$ cat config.mk
export PLATFORM = sky130hd
export DESIGN_NAME = data_bus_arbiter_flat
export DESIGN_NICKNAME = d
export VERILOG_FILES = /design/src/rtl/data_bus_arbiter_pkg.sv /design/src/rtl/data_bus_arbiter_if.sv /design/src/rtl/data_bus_arbiter_rr_picker.sv /design/src/rtl/data_bus_arbiter.sv /design/src/flat_wrapper.sv
export SDC_FILE = /design/constraint.sdc
export NUM_CORES = 1
export LEC_CHECK = 0
export CORE_AREA = 5 5 101 103
export CTS_CLUSTER_DIAMETER = 200
export DETAILED_ROUTE_END_ITERATION = 6
export DIE_AREA = 0 0 106 108
export DONT_BUFFER_PORTS = 1
export HOLD_SLACK_MARGIN = 0.12
export PLACE_DENSITY = 0.33
export SKIP_LAST_GASP = 1
export SYNTH_ARGS = -nofsm -noshare
export SYNTH_HDL_FRONTEND = slang
export SYNTH_SLANG_ARGS = --single-unit
$ cat constraint.sdc
create_clock -name clk -period 1.8 [get_ports clk]
set_clock_uncertainty 0.05 [all_clocks]
set_input_delay 0.36 -clock clk [delete_from_list [all_inputs] [get_ports clk]]
set_output_delay 0.36 -clock clk [all_outputs]
set_load 0.02 [all_outputs]
$ cat src/rtl/data_bus_arbiter_pkg.sv
// Shared types and constants for the data-side bus arbiter.
package bus_pkg;

    typedef enum logic {
        ARB    = 1'b0,
        LOCKED = 1'b1
    } arb_state_t;

    localparam int BUS_ADDR_W = 32;
    localparam int BUS_DATA_W = 32;
    localparam int PERF_CNT_W = 16;

    localparam logic [PERF_CNT_W-1:0] PERF_CNT_MAX = 16'hFFFF;

    // Saturating increment for the performance counters (never wraps).
    function automatic logic [PERF_CNT_W-1:0] sat_inc(input logic [PERF_CNT_W-1:0] value);
        logic [PERF_CNT_W-1:0] result;
        if (value == PERF_CNT_MAX) begin
            result = value;
        end else begin
            result = value + 16'd1;
        end
        return result;
    endfunction

endpackage

$ cat src/rtl/data_bus_arbiter_if.sv
// Bundle of per-master request/response signals and the shared bus
// towards the interconnect.
interface data_bus_arbiter_if import bus_pkg::*; #(
    parameter int MASTERS = 2,
    parameter int ADDR_W  = BUS_ADDR_W,
    parameter int DATA_W  = BUS_DATA_W
) ();

    // Master side
    logic [MASTERS-1:0]        req;
    logic [MASTERS-1:0]        lock;
    logic [MASTERS-1:0]        we;
    logic [MASTERS*ADDR_W-1:0] addr;
    logic [MASTERS*DATA_W-1:0] wd;
    logic [MASTERS-1:0]        gnt;
    logic [MASTERS-1:0]        rvalid;
    logic [DATA_W-1:0]         rd;

    // Interconnect side
    logic                      we_m;
    logic [ADDR_W-1:0]         addr_m;
    logic [DATA_W-1:0]         wd_m;
    logic [DATA_W-1:0]         rd_m;

    modport master (
        output req, lock, we, addr, wd,
        input  gnt, rvalid, rd
    );

    modport slave (
        input  req, lock, we, addr, wd, rd_m,
        output gnt, rvalid, rd, we_m, addr_m, wd_m
    );

    modport mem (
        input  we_m, addr_m, wd_m,
        output rd_m
    );

endinterface

$ cat src/rtl/data_bus_arbiter_rr_picker.sv
// Combinational round-robin picker: first requester at or after rr_ptr,
// wrapping modulo MASTERS.
module rr_picker import bus_pkg::*; #(
    parameter  int MASTERS = 2,
    localparam int IDX_W   = (MASTERS > 1) ? $clog2(MASTERS) : 1
) (
    input  logic [MASTERS-1:0] req,
    input  logic [IDX_W-1:0]   rr_ptr,
    output logic [MASTERS-1:0] winner_onehot,
    output logic [IDX_W-1:0]   winner_idx,
    output logic               winner_valid
);

    logic [IDX_W:0]   sum_s;
    logic [IDX_W-1:0] cand_s;

    // Scan requesters starting at rr_ptr and keep the first one found.
    always_comb begin
        winner_onehot = '0;
        winner_idx    = '0;
        winner_valid  = 1'b0;
        sum_s         = '0;
        cand_s        = '0;
        for (int i = 0; i < MASTERS; i++) begin
            sum_s = {1'b0, rr_ptr} + (IDX_W+1)'(i);
            if (sum_s >= (IDX_W+1)'(MASTERS)) begin
                sum_s = sum_s - (IDX_W+1)'(MASTERS);
            end else begin
                sum_s = sum_s;
            end
            cand_s = sum_s[IDX_W-1:0];
            if (!winner_valid && req[cand_s]) begin
                winner_valid          = 1'b1;
                winner_onehot[cand_s] = 1'b1;
                winner_idx            = cand_s;
            end else begin
                winner_valid = winner_valid;
            end
        end
    end

endmodule

$ cat src/rtl/data_bus_arbiter.sv
// Round-robin arbiter sharing the data-side bus between MASTERS requesters,
// with optional bus lock and 1-cycle read response steering.
// Optional feature: define ARB_PERF_EN to add per-master saturating
// grant/stall counters (grant_cnt, stall_cnt).
module data_bus_arbiter import bus_pkg::*; #(
    parameter int MASTERS = 2,
    parameter int ADDR_W  = BUS_ADDR_W,
    parameter int DATA_W  = BUS_DATA_W
) (
    input  logic                          clk,
    input  logic                          reset,
    data_bus_arbiter_if.slave             bus
`ifdef ARB_PERF_EN
    ,
    output logic [MASTERS*PERF_CNT_W-1:0] grant_cnt,
    output logic [MASTERS*PERF_CNT_W-1:0] stall_cnt
`endif
);

    localparam int IDX_W = (MASTERS > 1) ? $clog2(MASTERS) : 1;

    arb_state_t         state_r;
    logic [IDX_W-1:0]   rr_ptr_r;
    logic [IDX_W-1:0]   owner_r;
    logic               rsp_pending_r;
    logic [IDX_W-1:0]   rsp_id_r;

    logic [MASTERS-1:0] pick_onehot_s;
    logic [IDX_W-1:0]   pick_idx_s;
    logic               pick_valid_s;
    logic [MASTERS-1:0] gnt_s;
    logic [IDX_W-1:0]   win_idx_s;
    logic               any_gnt_s;

    logic [ADDR_W-1:0]  addr_arr_s [MASTERS];
    logic [DATA_W-1:0]  wd_arr_s   [MASTERS];

    function automatic logic [MASTERS-1:0] idx_to_onehot(input logic [IDX_W-1:0] idx);
        logic [MASTERS-1:0] onehot;
        onehot      = '0;
        onehot[idx] = 1'b1;
        return onehot;
    endfunction

    function automatic logic [IDX_W-1:0] next_ptr(input logic [IDX_W-1:0] idx);
        logic [IDX_W-1:0] nxt;
        if (idx == IDX_W'(MASTERS - 1)) begin
            nxt = '0;
        end else begin
            nxt = idx + IDX_W'(1);
        end
        return nxt;
    endfunction

    for (genvar g = 0; g < MASTERS; g++) begin : g_unpack
        assign addr_arr_s[g] = bus.addr[g*ADDR_W +: ADDR_W];
        assign wd_arr_s[g]   = bus.wd[g*DATA_W +: DATA_W];
    end

    rr_picker #(.MASTERS(MASTERS)) u_rr_picker (
        .req           (bus.req),
        .rr_ptr        (rr_ptr_r),
        .winner_onehot (pick_onehot_s),
        .winner_idx    (pick_idx_s),
        .winner_valid  (pick_valid_s)
    );

    // Same-cycle grant: round-robin in ARB, owner only while LOCKED.
    always_comb begin
        gnt_s     = '0;
        win_idx_s = '0;
        if (!reset) begin
            gnt_s = '0;
        end else begin
            case (state_r)
                ARB: begin
                    if (pick_valid_s) begin
                        gnt_s     = pick_onehot_s;
                        win_idx_s = pick_idx_s;
                    end else begin
                        gnt_s = '0;
                    end
                end
                LOCKED: begin
                    win_idx_s = owner_r;
                    if (bus.req[owner_r]) begin
                        gnt_s = idx_to_onehot(owner_r);
                    end else begin
                        gnt_s = '0;
                    end
                end
                default: begin
                    gnt_s = '0;
                end
            endcase
        end
    end

    assign any_gnt_s  = |gnt_s;
    assign bus.gnt    = gnt_s;
    assign bus.we_m   = any_gnt_s & bus.we[win_idx_s];
    assign bus.addr_m = any_gnt_s ? addr_arr_s[win_idx_s] : addr_arr_s[0];
    assign bus.wd_m   = any_gnt_s ? wd_arr_s[win_idx_s]   : wd_arr_s[0];
    assign bus.rd     = bus.rd_m;
    assign bus.rvalid = rsp_pending_r ? idx_to_onehot(rsp_id_r) : '0;

    // Arbitration FSM, round-robin pointer, lock owner and read tracking.
    always_ff @(posedge clk or negedge reset) begin
        if (!reset) begin
            state_r       <= ARB;
            rr_ptr_r      <= '0;
            owner_r       <= '0;
            rsp_pending_r <= 1'b0;
            rsp_id_r      <= '0;
        end else begin
            rsp_pending_r <= any_gnt_s & ~bus.we[win_idx_s];
            rsp_id_r      <= win_idx_s;
            case (state_r)
                ARB: begin
                    if (any_gnt_s) begin
                        rr_ptr_r <= next_ptr(win_idx_s);
                        if (bus.lock[win_idx_s]) begin
                            owner_r <= win_idx_s;
                            state_r <= LOCKED;
                        end else begin
                            state_r <= ARB;
                        end
                    end else begin
                        state_r <= ARB;
                    end
                end
                LOCKED: begin
                    if (bus.req[owner_r] && !bus.lock[owner_r]) begin
                        state_r <= ARB;
                    end else begin
                        state_r <= LOCKED;
                    end
                end
                default: begin
                    state_r <= ARB;
                end
            endcase
        end
    end

`ifdef ARB_PERF_EN
    logic [PERF_CNT_W-1:0] grant_cnt_r [MASTERS];
    logic [PERF_CNT_W-1:0] stall_cnt_r [MASTERS];

    for (genvar g = 0; g < MASTERS; g++) begin : g_perf
        // Per-master saturating grant and stall counters.
        always_ff @(posedge clk or negedge reset) begin
            if (!reset) begin
                grant_cnt_r[g] <= '0;
                stall_cnt_r[g] <= '0;
            end else begin
                if (gnt_s[g]) begin
                    grant_cnt_r[g] <= sat_inc(grant_cnt_r[g]);
                end else begin
                    grant_cnt_r[g] <= grant_cnt_r[g];
                end
                if (bus.req[g] && !gnt_s[g]) begin
                    stall_cnt_r[g] <= sat_inc(stall_cnt_r[g]);
                end else begin
                    stall_cnt_r[g] <= stall_cnt_r[g];
                end
            end
        end
        assign grant_cnt[g*PERF_CNT_W +: PERF_CNT_W] = grant_cnt_r[g];
        assign stall_cnt[g*PERF_CNT_W +: PERF_CNT_W] = stall_cnt_r[g];
    end
`endif

endmodule

$ cat src/flat_wrapper.sv
// flat-port wrapper written by rule: the top's interface ports become plain ports
module data_bus_arbiter_flat import bus_pkg::*;
#(
    parameter int MASTERS = 2,
    parameter int ADDR_W  = BUS_ADDR_W,
    parameter int DATA_W  = BUS_DATA_W
)
  (clk, reset, bus_req, bus_lock, bus_we, bus_addr, bus_wd, bus_rd_m, bus_gnt, bus_rvalid, bus_rd, bus_we_m, bus_addr_m, bus_wd_m);
  data_bus_arbiter_if #(.MASTERS(MASTERS), .ADDR_W(ADDR_W), .DATA_W(DATA_W)) bus_i ();
  input  logic clk;
  input  logic reset;
  input wire logic [$bits(bus_i.req)-1:0] bus_req;
  input wire logic [$bits(bus_i.lock)-1:0] bus_lock;
  input wire logic [$bits(bus_i.we)-1:0] bus_we;
  input wire logic [$bits(bus_i.addr)-1:0] bus_addr;
  input wire logic [$bits(bus_i.wd)-1:0] bus_wd;
  input wire logic [$bits(bus_i.rd_m)-1:0] bus_rd_m;
  output wire logic [$bits(bus_i.gnt)-1:0] bus_gnt;
  output wire logic [$bits(bus_i.rvalid)-1:0] bus_rvalid;
  output wire logic [$bits(bus_i.rd)-1:0] bus_rd;
  output wire logic [$bits(bus_i.we_m)-1:0] bus_we_m;
  output wire logic [$bits(bus_i.addr_m)-1:0] bus_addr_m;
  output wire logic [$bits(bus_i.wd_m)-1:0] bus_wd_m;
  assign bus_i.req = bus_req;
  assign bus_i.lock = bus_lock;
  assign bus_i.we = bus_we;
  assign bus_i.addr = bus_addr;
  assign bus_i.wd = bus_wd;
  assign bus_i.rd_m = bus_rd_m;
  assign bus_gnt = bus_i.gnt;
  assign bus_rvalid = bus_i.rvalid;
  assign bus_rd = bus_i.rd;
  assign bus_we_m = bus_i.we_m;
  assign bus_addr_m = bus_i.addr_m;
  assign bus_wd_m = bus_i.wd_m;
  data_bus_arbiter #(.MASTERS(MASTERS), .ADDR_W(ADDR_W), .DATA_W(DATA_W)) u_core (.clk(clk), .reset(reset), .bus(bus_i));
endmodule
==> Word level (Yosys, flattened, before mapping) <==
Index checks and enable logic that the tools add are counted.
{ "op_classes": {"mul": 0, "addsub": 4, "n_div": 0, "n_eq_ne": 0, "bitwise": 6, "muxes": 49, "n_reduce_logical": 11, "magnitude_cmp": 12, "shifts": 0} }
{ "op_table": {"columns": ["op", "count"], "rows": [
  ["$mux W32", 8],
  ["$mux W1", 28],
  ["$mux W2", 6],
  ["$lt A1 B2 Y1 const B", 5],
  ["$logic_and A1 B1 Y1", 6],
  ["$demux W1 S1", 4],
  ["$ge A1 B1 Y1 const B", 4],
  ["$ge A2 B2 Y1 const B", 2],
  ["$pmux W1 S2", 2],
  ["$pmux W2 S2", 1],
  ["$reduce_and A3 Y1", 1],
  ["$add A1 B1 Y2 const B", 1],
  ["$and A1 B1 Y1", 2],
  ["$ge A1 B2 Y1 const B", 1],
  ["$logic_not A1 Y1", 2],
  ["$not A1 Y1", 2],
  ["$not A1 Y2", 1],
  ["$or A2 B2 Y2", 1],
  ["$reduce_and A2 Y1", 1],
  ["$reduce_or A2 Y1", 1],
  ["$sub A1 B1 Y1 const B", 2],
  ["$add A1 B1 Y1 const B", 1]
]} }
{ "totals": {"memories": 0, "latch_bits": 0, "out_inout_bits": 101, "mem_bits_rw": 0, "romBits": 0, "wordCells": 87, "reg_bits": 5} }

==> Longest topological paths before layout <==
{ "depth": {"word_depth": 16, "ltp_mapped": 5, "ltp_nobuf": 4} }

==> By module <==
From an unflattened synthesis, not the netlist that was laid out.
{ "unflattened": {"hier_cells": 141, "hier_area_um2": 1645.3} }
{ "by_module_without_submodules": {"columns": ["module", "instances", "seq_area_each_um2", "cells_each", "area_per_inst_um2"], "rows": [
  ["data_bus_arbiter", 1, 125.1, 136, 1612.8],
  ["rr_picker", 1, 0.0, 5, 32.5]
]} }

==> Worst setup path before layout <==
OpenSTA, ideal clock, no wires.
{ "synth_path": {"path_kind": "in2out", "startpoint": "input port reset", "endpoint": "output port bus_addr_m[22]", "cell_stages": 5, "setup_slack_ns": -0.093, "required_time_ns": 1.390, "arrival_ns": 1.483, "path_cell_list": "clkbuf_1 -> o2111a_1 -> buf_6 -> buf_6 -> mux2_4"} }
{ "synth_rtl": {"columns": ["item", "line_no", "source"], "rows": [
  ["start, declared", "flat_wrapper.sv:11", "input logic reset;"],
  ["$mux W2", "data_bus_arbiter.sv:72", "if (!reset) begin"],
  ["via bus_gnt[1]", "flat_wrapper.sv:18", "output wire logic [$bits(bus_i.gnt)-1:0] bus_gnt;"],
  ["$reduce_or A2 Y1", "data_bus_arbiter.sv:99", "assign any_gnt_s = |gnt_s;"],
  ["$mux W32", "data_bus_arbiter.sv:102", "assign bus.addr_m = any_gnt_s ? addr_arr_s[win_idx_s] : addr_arr_s[0];"],
  ["end, declared", "flat_wrapper.sv:22", "output wire logic [$bits(bus_i.addr_m)-1:0] bus_addr_m;"]
]} }
The timed path passes the listed nets, and every way through them passes these cells. The select of a mux whose other input is x is not followed.

==> Worst setup path in the final report <==
{ "layout_path": {"startpoint": "register u_core.state_r", "endpoint": "output port bus_wd_m[15]"} }
{ "layout_via": {"elab_chain_cells": 8} }
{ "layout_rtl": {"columns": ["item", "line_no", "source"], "rows": [
  ["start, declared", "data_bus_arbiter.sv:22", "arb_state_t state_r;"],
  ["start signal, assigned", "data_bus_arbiter.sv:110", "state_r <= ARB;"],
  ["start signal, assigned", "data_bus_arbiter.sv:124", "state_r <= LOCKED;"],
  ["start signal, assigned", "data_bus_arbiter.sv:126", "state_r <= ARB;"],
  ["$not A1 Y1", "data_bus_arbiter.sv:75", "case (state_r)"],
  ["$pmux W1 S2", "data_bus_arbiter.sv:75", null],
  ["$mux W1", "data_bus_arbiter.sv:72", null],
  ["$not A1 Y2 (not written as such)", "data_bus_arbiter.sv:103", "assign bus.wd_m = any_gnt_s ? wd_arr_s[win_idx_s] : wd_arr_s[0];"],
  ["$mux W32 (not written as such) (3 in a row)", "data_bus_arbiter.sv:103", null],
  ["$mux W32 (*)", "data_bus_arbiter.sv:103", null],
  ["end, declared", "flat_wrapper.sv:23", "output wire logic [$bits(bus_i.wd_m)-1:0] bus_wd_m;"]
]} }
Every way passes the cells marked *; elsewhere a longest branch is shown, timed or not. The select of a mux whose other input is x is not followed.

==> impl_metrics.csv <==
group,metric,value,unit
outcome,run_status,"finished with violations",
outcome,violations,"negative setup slack",
cts,clk-insertion-delay-late,0.22,ns
setup_path,cp_data_arrival_time,1.67,ns
cells_and_area,num-fill-cells,967,
sta,timing.final.crit_period,2.085,ns
setup_path,worst-r2r-cell-count,7,
setup_path,critical_path.slowest_cell,"dfrtp_2",
synthesis,yosys_warn_count,0,
drt,route.detailed.vias_per_inst,4.707,
synthesis,yosysUniqueCellTypes,24,
drt,ant_nets,0,
cts,cts_made_buffers,3,
hold_path,hold_start,"bus_req[1]",
global_routing,global_route.usage.total,7.493,%
global_routing,number_of_global_route_vias_before_repair,1161,
cells_and_area,seqCellArea,126.4,um^2
cts,cts-htree-levels,1,
sta,grt_setup_unrepaired,"yes",
synthesis,leading_cell_types_by_total_area_after_synthesis,"mux2_4 48%, buf_4 16%, mux2_2 11%, dfrtp_1 8.1%, buf_6 4.4%",
setup_path,ff2ff_setup_slack,0.24,ns
synthesis,synthesis.nets,310,
drt,wirelength_routed,6.457,mm
drt,drt_pre_antenna_iters,4,
setup_path,reg2reg_to,"u_core.state_r",
die,floorplan.core_area,9109,um^2
synthesis,synth.top_cell.area_share,47.61,%
drt,drt_first_iter_violations,80,
synthesis,yosys_register_bits,5,
cells_and_area,fin_nets,297,
power_and_ir_drop,power.net_switching,864.8,uW
cts,clock-sinks,5,
place,hpwl,4.847,mm
global_routing,largest_net_degree_at_the_start_of_global_routing,36,
synthesis,netlist_area_before_placement,1545,um^2
hold_path,worstHoldPathCells,1,
setup_path,critPathMaxFanout,9,
setup_path,cp-start-kind,"flop",
die,number_of_standard_cell_rows_in_the_floorplan,35,
cts,cts.path.max_buffers,2,
cts,tritoncts,"done",
cells_and_area,utilization,20.29,%
cells_and_area,final_common_cell,"mux2_4",
cts,clk_pin_slew,0.03,ns
synthesis,synth.yosys.seq_area_share,8.097,%
global_routing,first_pass_grt_wire_length,6.534,mm
sta,final.setup.worst_slack,-0.2845,ns
die,die_width,106,um
power_and_ir_drop,switching_share,44.32,%
setup_path,regToRegStartpoint,"u_core.state_r",
global_routing,grt_antenna_before_repair,0,
sta,hold_violations,0,
drt,detailroute.via_count,1125,
global_routing,grt-ovfl-total,0,
place,gpl.final_weighted_congestion,0.7102,
die,number_of_top_level_design_ports,269,
setup_path,cp-end-kind,"primary output",
sta,setup_viol_count_final,65,
cells_and_area,areaGrowthSynthToFinish,19.59,%
drt,drc,0,
synthesis,synthesis.instances,142,
die,floorplan.initialDensity,16.96,%
sta,slew_violations,0,
sta,fin_crit_sh,115.8,%
setup_path,crit_path_max_incr_delay,0.45,ns
hold_path,hold_class,"in2reg",
die,die_area,11450,um^2
power_and_ir_drop,share_clk_of_total_power,10.6,%
power_and_ir_drop,ratio_of_total_power_to_cell_area,1056,nW/um^2
sta,max_slew.worst_pin.slew,0.4085,ns
die,die_h,108,um
setup_path,crit_path_cell_trace,"nand2b_4, o2111a_4, clkbuf_16, mux2_4",
power_and_ir_drop,seqPwrFrac,10.1,%
setup_path,path_type_of_the_worst_setup_path,"reg2out",
power_and_ir_drop,power.ir.vdd_worst,0.2210,mV
sta,slew-limit-headroom,72.71,%
cells_and_area,antenna-diode-count,0,
sta,timing.setup.tns,-17.00,ns
cells_and_area,multiInputGateArea,1205,um^2
cells_and_area,post_route_cells_drive_above_1_share,75.00,%
hold_path,holdPathEnd,"u_core.rr_ptr_r",
power_and_ir_drop,p_comb_share,79.3,%
drt,routed_wire_length_per_instance,27.02,um
synthesis,avgSynthCellArea,10.88,um^2
job,drv_cap,0,
synthesis,yosys.area.top_type,"mux2_4",
setup_path,cp_data_required_time,1.39,ns
place,io_buffer_count,0,
power_and_ir_drop,p_int,1087,uW
cells_and_area,mostFrequentLayoutCells,"64 x mux2_4, 6 x buf_4, 5 x clkbuf_16, 5 x buf_6",
sta,upper_clock_frequency_limit,0.4797,GHz
cts,clock-root-buffer,"clkbuf_8",
power_and_ir_drop,power.leakage,0.0008200,uW
-- power groups by stage --
stage                     Combinational, uW  Sequential (uW)  Clock, uW
after floorplan                        1130              199          0
after global placement                 1220              180          0
after detailed placement               1220              184          0
after CTS                              1270              183        216
after global routing                   1620              205        230
final                                  1550              197        207
-- sequential cells by signal, indices dropped and copies added (netlist names) --
name,cells
u_core.rsp_pending_r,1
u_core.state_r,1
u_core.rsp_id_r,1
u_core.owner_r,1
u_core.rr_ptr_r,1
-- cells in the mapped netlist --
| master | instances |
|---|---|
| o2111a_1 | 1 |
| a32o_1 | 1 |
| nor2_1 | 1 |
| mux2_2 | 15 |
| a22o_1 | 1 |
| nand2_1 | 4 |
| clkbuf_1 | 1 |
| buf_2 | 1 |
| inv_1 | 3 |
| buf_6 | 6 |
| and2_1 | 1 |
| o21ai_0 | 4 |
| o21a_1 | 1 |
| mux2i_1 | 1 |
| a21oi_1 | 3 |
| o221ai_1 | 2 |
| a21boi_0 | 1 |
| nor2b_1 | 4 |
| buf_4 | 32 |
| nand2b_1 | 2 |
| dfrtp_1 | 5 |
| a31oi_1 | 2 |
| mux2_4 | 49 |
| nand3_1 | 1 |
-- how the worst max path moves through the flow --
| stage | endpoint | startpoint | depth (start not counted) | slack [ns] |
|---|---|---|---|---|
| after floorplan | bus_addr_m[0] | u_core.owner_r | 5 | -0.007 |
| after global placement | bus_wd_m[0] | u_core.state_r | 4 | -0.05 |
| after detailed placement | bus_wd_m[0] | u_core.state_r | 4 | -0.07 |
| after CTS | bus_wd_m[0] | u_core.state_r | 4 | -0.32 |
| after global routing | bus_addr_m[9] | u_core.state_r | 4 | -0.36 |
| final | bus_wd_m[15] | u_core.state_r | 4 | -0.28 |
-- area by class of cell --
cell class	instances	share of cell area [%]
inverters	3	0.6093
clock buffers	4	2.437
multi-input cells	95	65.20
repair buffers	21	17.40
well taps	111	7.515
flip-flops and latches	5	6.838
-- logic make-up (layout without fill, tap and decap cells) --
logic type             after synthesis  count (layout)  synth area share (%)
AOI/OAI and AO/OA                   16              17                 7.126
buffers and inverters               43              28                 21.21
DFF                                  5               5                 8.097
muxes                               65              65                 59.19
and+or+nand+nor                     13              13                 4.372
-- through the flow --
stage	area, um^2	power, uW	hold slack (ns)	instances	setup WS [ns]
floorplan	1563	1325	0.01441	142	-0.006562
CTS	1565	1673	0.1751	228	-0.3158
finish	1848	1952	0.1848	239	-0.2845
global route	1848	2055	0.1709	239	-0.3552
global placement	1476	1400	0.01471	222	-0.05088
detailed placement	1476	1405	0.01474	222	-0.07461
-- worst max-delay path, delay by kind of cell, from the launching register on --
kind                   cells  cell delay (ns)
AND/OR/NAND/NOR            1             0.11
AO/OA/AOI/OAI              1             0.34
flip-flops                 1             0.45
buffers and inverters      1             0.21
multiplexers               1             0.34
-- layer usage --
| metal | track usage (%) | part of all wire, % | vias to the layer above |
|---|---|---|---|
| met5 | 0 | 0 | - |
| met4 | 3.608 | 2.0 | 0 |
| met3 | 4.000 | 15 | 13 |
| met2 | 14.53 | 54 | 152 |
| met1 | 6.163 | 30 | 503 |
| li1 | - | - | 457 |
-- repair_timing --
action,in CTS,in global routing
hold buffers,1,0
resized for setup,8,24
hold endpoints to repair,5,0
cloned,0,9
setup endpoints to repair,66,66
setup buffers,1,3
pin swaps,1,2
(Power assumes the default switching activity.)
